<file path="src/rtl/wrt_ptr_full_lvl.sv">
// Write-side pointer/flag block of the dual-clock FIFO: binary/Gray write pointers, full,
// almost_full and fill level. Optional sticky overflow flag under WRT_OVERFLOW_FLAG_EN.
module wrt_ptr_full_lvl #(
  parameter int ADDR_WIDTH   = 3,
  parameter int AFULL_THRESH = 6
) (
  input  logic                  wrt_clk,
  input  logic                  wrt_rst,
  input  logic                  wrt_en,
  input  logic [ADDR_WIDTH:0]   wq2_rd_ptr,
  output logic                  wrt_accept,
  output logic [ADDR_WIDTH-1:0] wrt_addr,
  output logic [ADDR_WIDTH:0]   wrt_ptr,
  output logic                  full,
  output logic                  almost_full,
  output logic [ADDR_WIDTH:0]   wrt_level
`ifdef WRT_OVERFLOW_FLAG_EN
  ,
  output logic                  wrt_ovf
`endif
);
  localparam int PW = ADDR_WIDTH + 1;
  // Inverting the two MSBs of the read Gray pointer gives the write pointer one lap ahead.
  localparam logic [PW-1:0] FULL_MASK = PW'(3) << (ADDR_WIDTH - 1);
  localparam logic [PW-1:0] AF_TH     = PW'(AFULL_THRESH);

  logic [PW-1:0] wrt_bin, bin_next, gray_next, rd_bin, level_next;
  logic          full_next;

  assign wrt_accept = wrt_en & ~full;
  assign wrt_addr   = wrt_bin[ADDR_WIDTH-1:0];
  assign bin_next   = wrt_bin + PW'(wrt_accept);
  assign gray_next  = (bin_next >> 1) ^ bin_next;

  // Gray-to-binary: each bit is the XOR of itself and every bit above it.
  always_comb begin
    rd_bin = '0;
    for (int i = 0; i < PW; i++) rd_bin[i] = ^(wq2_rd_ptr >> i);
  end

  assign level_next = bin_next - rd_bin;
  assign full_next  = (gray_next == (wq2_rd_ptr ^ FULL_MASK));

  always_ff @(posedge wrt_clk) begin
    if (wrt_rst) begin
      wrt_bin     <= '0;
      wrt_ptr     <= '0;
      full        <= 1'b0;
      almost_full <= 1'b0;
      wrt_level   <= '0;
    end else begin
      wrt_bin     <= bin_next;
      wrt_ptr     <= gray_next;
      full        <= full_next;
      almost_full <= (level_next >= AF_TH);
      wrt_level   <= level_next;
    end
  end

`ifdef WRT_OVERFLOW_FLAG_EN
  always_ff @(posedge wrt_clk) begin
    if (wrt_rst)            wrt_ovf <= 1'b0;
    else if (wrt_en & full) wrt_ovf <= 1'b1;
  end
`endif

endmodule
</file>
<file path="config.mk">
export PLATFORM = sky130hd
export DESIGN_NAME = wrt_ptr_full_lvl
export DESIGN_NICKNAME = d
export VERILOG_FILES = /design/src/rtl/wrt_ptr_full_lvl.sv
export SDC_FILE = /design/constraint.sdc
export NUM_CORES = 1
export LEC_CHECK = 0
export BUFFER_PORTS_ARGS = -buffer_cell sky130_fd_sc_hd__buf_2
export CORE_AREA = 2 2 40 42
export CTS_CLUSTER_SIZE = 40
export DETAILED_ROUTE_END_ITERATION = 16
export DIE_AREA = 0 0 42 44
export GPL_TIMING_DRIVEN = 0
export PLACE_DENSITY = 0.82
export SYNTH_ARGS = -nofsm -noshare
export SYNTH_HDL_FRONTEND = slang
export SYNTH_SLANG_ARGS = --single-unit
</file>
<file path="constraint.sdc">
create_clock -name wrt_clk -period 2.9 [get_ports wrt_clk]
set_clock_uncertainty 0.05 [all_clocks]
set_input_delay 0.145 -clock wrt_clk [delete_from_list [all_inputs] [get_ports wrt_clk]]
set_output_delay 0.145 -clock wrt_clk [all_outputs]
set_load 0.02 [all_outputs]
</file>
==> impl_metrics.ini, run 1 <==
[setup_path]
cp_common_cell = ha_1
worstSetupPathType = reg -> reg
path_cells = nor2b_1 > ha_1 > ha_1 > xnor2_1 > inv_1 > ha_1 > o21a_1 > or4_4 > o311ai_1
critPathCaptureType = flop
slowest_delay_ps = 420
crit_fanout = 3
path_buf_inv = 1
path_delay_family = adder cells
worstPathArrival_ps = 2460
cp.depth = 9
start_kind = flop
critPathRequiredTime_ps = 3040
critPathSlowestCell = or4_4
reg2regPathDepth = 9

[logic_synthesis]
synth-adder-area-share = 0.1339
syn_avg_cell_area_um2 = 10.28
synthSimpleGateAreaFrac = 0.1359
netlist_area_um2 = 616.8
synth_nets = 73
ys_warn_count = 0
ys_types = 18
synth-compound-area-share = 0.05071
synth_mux_area_frac = 0
ys_seq_elements = 13
synth.largest_area_cell = dfxtp_1
synth_xor_area_frac = 0.2211
synth_top_family_by_area = XOR/XNOR gates
synthCells = 60
synth_top_area_frac = 0.4219
synth_area_leaders = dfxtp_1 42%, xnor2_1 11%, ha_1 10%
ys_seq_area_frac = 0.4219

[pwr]
switching_share = 0.3383
power.density_nw_per_um2 = 655.2
p_leak_nw = 0.4004
p_seq_frac = 0.426
vdd.ir_drop.worst_mv = 0.3252
internal_power_w = 0.0003309
pwr-share-comb = 0.351
finalPower_w = 0.0005001
p_sw_w = 0.0001692
p_clk_frac = 0.223

[sta]
setup_violations = 0
layout_worst_path_cycle_share = 0.8006
rsz0062_at_grt = false
maxSlewViolCount = 0
fin_tns_setup_ps = 0
period_needed_ps = 2322
timing.final.ws_setup_ps = 578.4
max_freq_ghz = 0.4307
hold_violations = 0
slew_headroom = 0.7261
worst_pin_slew_ps = 410.9

[cts]
insertion_delay_ps = 280
htreeDepth = 1
cts_root_buf = clkbuf_4
cts-buffers-inserted = 3
cts_hold_buf = 0
post_cts_resized = 0
clockBufferDepth = 2
cts_setup_buffers = 0
path_clk_slew_ps = 70
cts.sinks = 13
cts_tree = built

[finish]
areaGrowthSynthToFinish_pct = 23.73
final_nets = 98
drive_above_1_share = 0.2976
n_antenna_cell = 0
final_util = 0.5379
fin_cells = 100
fillCellCount = 136

[routing]
num_vias = 468
drcViolationCount = 0
finalWirelength_mm = 1.105
detail_route.vias_per_cell = 4.680
drtIter0Drc = 10
wl_per_cell_um = 11.05
drtAntennaViolNets = 0
firstDrtPassIters = 4

[global_route]
grt_pass1_vias = 460
gr-total-overflow = 0
grt_pass1_wl_mm = 1.883
antenna_found_initial = 0
grt_max_degree = 11
track_usage = 0.1475

[placed_design]
gp_congestion = 0.7600
numPortBuffers = 20
dpl_worst_slack_ps = 603.4
place_hpwl_um = 899.6
dpl.cell_count = 96

[hold_path]
hold_depth = 2
hold_class = in -> reg

[floorplan]
die_h_um = 44
fp.dieArea_um2 = 1848
die_w_um = 42
core-area_um2 = 1419
core.rowCount = 14
start_util = 0.4347
pin_count = 21

[job]
cap_violations = 0

[status]
status = completed
-- area by class of cell --
class / count / area [um2] / area share
clock buffer: 4 / 26.28 / 0.03443
sequential: 13 / 260.3 / 0.3410
timing repair buffer: 20 / 100.1 / 0.1311
tap: 16 / 20.02 / 0.02623
inverter: 5 / 18.77 / 0.02459
multi-input combinational: 41 / 334.1 / 0.4377
buffer: 1 / 3.754 / 0.004918
-- cells in the mapped netlist (all sizes together) --
master,instances
nor2b,2
or4,1
a21boi,1
o21a,1
o311ai,1
nand2,1
fa,1
xnor2,8
xnor3,1
nor2,11
dfxtp,13
o211ai,1
nand3,1
inv,5
and4,1
clkbuf,1
xor2,5
ha,5
-- sequential cells by signal (all words and copies together), names as in the netlist --
register and count:
wrt_level 4, wrt_bin 3, wrt_ptr 4, almost_full 1, full 1
-- kinds of logic (layout without fill, tap and decap cells) --
kind of cell	Yosys count	count (layout)
AOI/OAI and AO/OA	4	4
xor gates and xnor gates	14	14
adders and majority gates	6	6
buffers and inverters	6	30
DFF	13	13
and+or+nand+nor	17	17
-- routing by layer --
layer,wire (um),vias to the layer above,share of wire,track usage
met2,519,17,0.47,0.2438
met1,459,205,0.42,0.1517
met3,76,5,0.069,0.04167
li1,-,241,-,-
met4,50,0,0.045,0.1355
met5,0,-,0,0
-- power by group through the flow --
stage	clock, W	sequential, W	combinational [W]
after floorplan	0	0.000254	0.0000898
after global placement	0	0.000217	0.000171
after detailed placement	0	0.000217	0.000178
after CTS	0.000116	0.000213	0.000178
after global routing	0.000123	0.000217	0.000197
final	0.000111	0.000213	0.000175
-- cell usage in the layout, fill, tap and decap left out --
cell / netlist / routed
buf_2: 0 / 20
dfxtp_1: 13 / 13
nor2_1: 11 / 11
xnor2_1: 8 / 8
inv_1: 5 / 5
xor2_1: 5 / 5
ha_1: 5 / 5
clkbuf_4: 0 / 3
nor2b_1: 2 / 2
clkbuf_1: 1 / 2
a21boi_0: 1 / 1
nand3_1: 1 / 1
xnor3_1: 1 / 1
and4_2: 1 / 1
o21a_1: 1 / 1
or4_4: 1 / 1
o211ai_1: 1 / 1
o311ai_1: 1 / 1
nand2_1: 1 / 1
fa_1: 1 / 1
-- metrics by stage --
step | cell area, um2 | hold slack (ps)
2_1_floorplan | 616.8 | 229.3
3_3_place_gp | 737.0 | 381.0
3_5_place_dp | 737.0 | 391.1
4_1_cts | 763.2 | 89.07
5_1_grt | 763.2 | 96.74
6_report | 763.2 | 89.77
-- worst reg2reg max path, cell delays in order (launching register included) --
cell and delay [ps]:
dfxtp_1 330, nor2b_1 60, ha_1 210, ha_1 230
xnor2_1 300, inv_1 80, ha_1 330, o21a_1 140
or4_4 420, o311ai_1 90
-- path summary, 6_finish.rpt --
check                        start                endpoint  slack [ps]
min                        wrt_rst  almost_full$_SDFF_PP0_          90
max reg2reg        full$_SDFF_PP0_  almost_full$_SDFF_PP0_         580
max                full$_SDFF_PP0_  almost_full$_SDFF_PP0_         580
min reg2reg  wrt_ptr[3]$_SDFF_PP0_   wrt_ptr[3]$_SDFF_PP0_         560
No activity file was read; power rests on OpenSTA's default activity.
==> inputs of run 2 (changes only) <==
Settings changed: CORE_AREA 2 2 40 42 to 2 2 42 44, DIE_AREA 0 0 42 44 to 0 0 44 46, PLACE_DENSITY 0.82 to 0.79.
Clock period 2.9 ns to 1.91 ns, I/O delays scaled along.
==> impl_metrics.ini, run 2 (same netlist as run 1, synthesis figures left out) <==
[status]
status = finished, violations left
violations = setup timing

[routing]
drcViolationCount = 0
drtAntennaViolNets = 0
num_vias = 492
finalWirelength_mm = 1.221
drtIter0Drc = 1
firstDrtPassIters = 3
wl_per_cell_um = 11.85
detail_route.vias_per_cell = 4.777

[global_route]
grt_pass1_vias = 454
grt_util_met1 = 0.1388
grt_pass1_wl_mm = 1.869
met2_usage = 0.2412
gr-total-overflow = 0
use_met3 = 0.01190
antenna_found_initial = 0
grt_busiest_layer = met2
grt_max_degree = 11
track_usage = 0.1331

[cts]
path_clk_slew_ps = 80
cts_tree = built
cts_hold_buf = 0
cts-buffers-inserted = 3
insertion_delay_ps = 270
clockBufferDepth = 2
cts_root_buf = clkbuf_4
cts.sinks = 13
htreeDepth = 1

[setup_path]
path_cells = nor2b_4 > ha_4 > ha_4 > ha_4 > nor2b_4 > o21a_1 > or4_4 > o311ai_1
worstSetupPathType = reg -> reg
worstPathArrival_ps = 2150
path_buf_inv = 0
cp_common_cell = ha_4
path_delay_family = simple AND/OR/NAND/NOR gates
slowest_delay_ps = 420
critPathRequiredTime_ps = 2050
start_kind = flop
crit_fanout = 3
critPathSlowestCell = or4_4
critPathCaptureType = flop

[finish]
n_antenna_cell = 0
multi_input_area_um2 = 432.9
final-seq-area_um2 = 264.0
fillCellCount = 146
fin_cells = 103
top_regs = wrt_level x4, wrt_ptr x4, wrt_bin x3
final_nets = 100
postLayoutCellArea_um2 = 882.1
areaGrowthSynthToFinish_pct = 43.00
layout_common_cells = 20 x buf_2, 12 x dfxtp_1, 11 x nor2_1
drive_above_1_share = 0.4302
final_common_cell = buf_2

[pwr]
p_clk_frac = 0.208
p_sw_w = 0.0002730
internal_power_w = 0.0005323
power.density_nw_per_um2 = 913.0
p_leak_nw = 0.4280
pwr-share-comb = 0.387
vdd.ir_drop.worst_mv = 0.3618
finalPower_w = 0.0008053
switching_share = 0.3390
p_seq_frac = 0.404

[sta]
max_freq_ghz = 0.4962
rsz0062_at_grt = true
hold_violations = 0
slew_headroom = 0.7072
period_needed_ps = 2015
maxSlewViolCount = 0
setup_violations = 2
timing.final.ws_setup_ps = -105.2
worst_pin_slew_ps = 439.2
layout_worst_path_cycle_share = 1.055

[floorplan]
core-area_um2 = 1614
die_w_um = 44
core.rowCount = 15
fp.dieArea_um2 = 2024
die_h_um = 46
start_util = 0.3822
pin_count = 21

[placed_design]
place_hpwl_um = 926.2
dpl.cell_count = 97
numPortBuffers = 20
gp_congestion = 0.7166
dpl_cell_area_um2 = 807.0

[job]
cap_violations = 0

[hold_path]
hold_class = in -> reg
-- run 2: worst paths after layout --
path	slack [ps]	cells past startpoint	start	endpoint
min	40	2	wrt_rst	almost_full$_SDFF_PP0_
max	-110	8	full$_SDFF_PP0_	almost_full$_SDFF_PP0_
max reg2reg	-110	8	full$_SDFF_PP0_	almost_full$_SDFF_PP0_
min reg2reg	560	2	wrt_ptr[3]$_SDFF_PP0_	wrt_ptr[3]$_SDFF_PP0_
-- run 2: power groups by stage --
stage / sequential, W / combinational, W / clock, W
2_1_floorplan: 0.000388 / 0.000157 / 0
3_3_place_gp: 0.000331 / 0.000285 / 0
3_5_place_dp: 0.000332 / 0.000293 / 0
4_1_cts: 0.000326 / 0.000298 / 0.000174
5_1_grt: 0.000332 / 0.000350 / 0.000180
6_report: 0.000326 / 0.000312 / 0.000168
-- run 2: layout make-up --
| cell class | count | share of cell area |
|---|---|---|
| Multi-Input combinational cell | 41 | 0.4908 |
| Sequential cell | 13 | 0.2993 |
| Timing Repair Buffer | 22 | 0.1305 |
| Clock buffer | 4 | 0.02979 |
| Tap cell | 17 | 0.02411 |
| Inverter | 5 | 0.02128 |
| Buffer | 1 | 0.004255 |
-- run 2: stage by stage --
step	setup slack, ps	hold WS [ps]	setup TNS (ps)	utilization
2_1_floorplan	-199.5	179.8	-345.1	-
3_5_place_dp	-346.0	337.3	-1017	0.5000
3_3_place_gp	-327.6	330.4	-916.8	0.5000
5_1_grt	-171.2	41.68	-320.2	0.5465
4_1_cts	-119.6	36.64	-186.1	0.5279
6_report	-105.2	38.34	-160.1	0.5465
-- run 2: routing by layer --
layer	part of all wire	routed length [um]
met1	0.39	479
met2	0.53	642
met3	0.042	51
met4	0.039	48
met5	0	0
-- run 2: timing repair --
action,CTS,global route
endpoints found under the setup margin,2,3
pin swaps,2,0
gates resized for setup,1,3
setup buffers,1,1
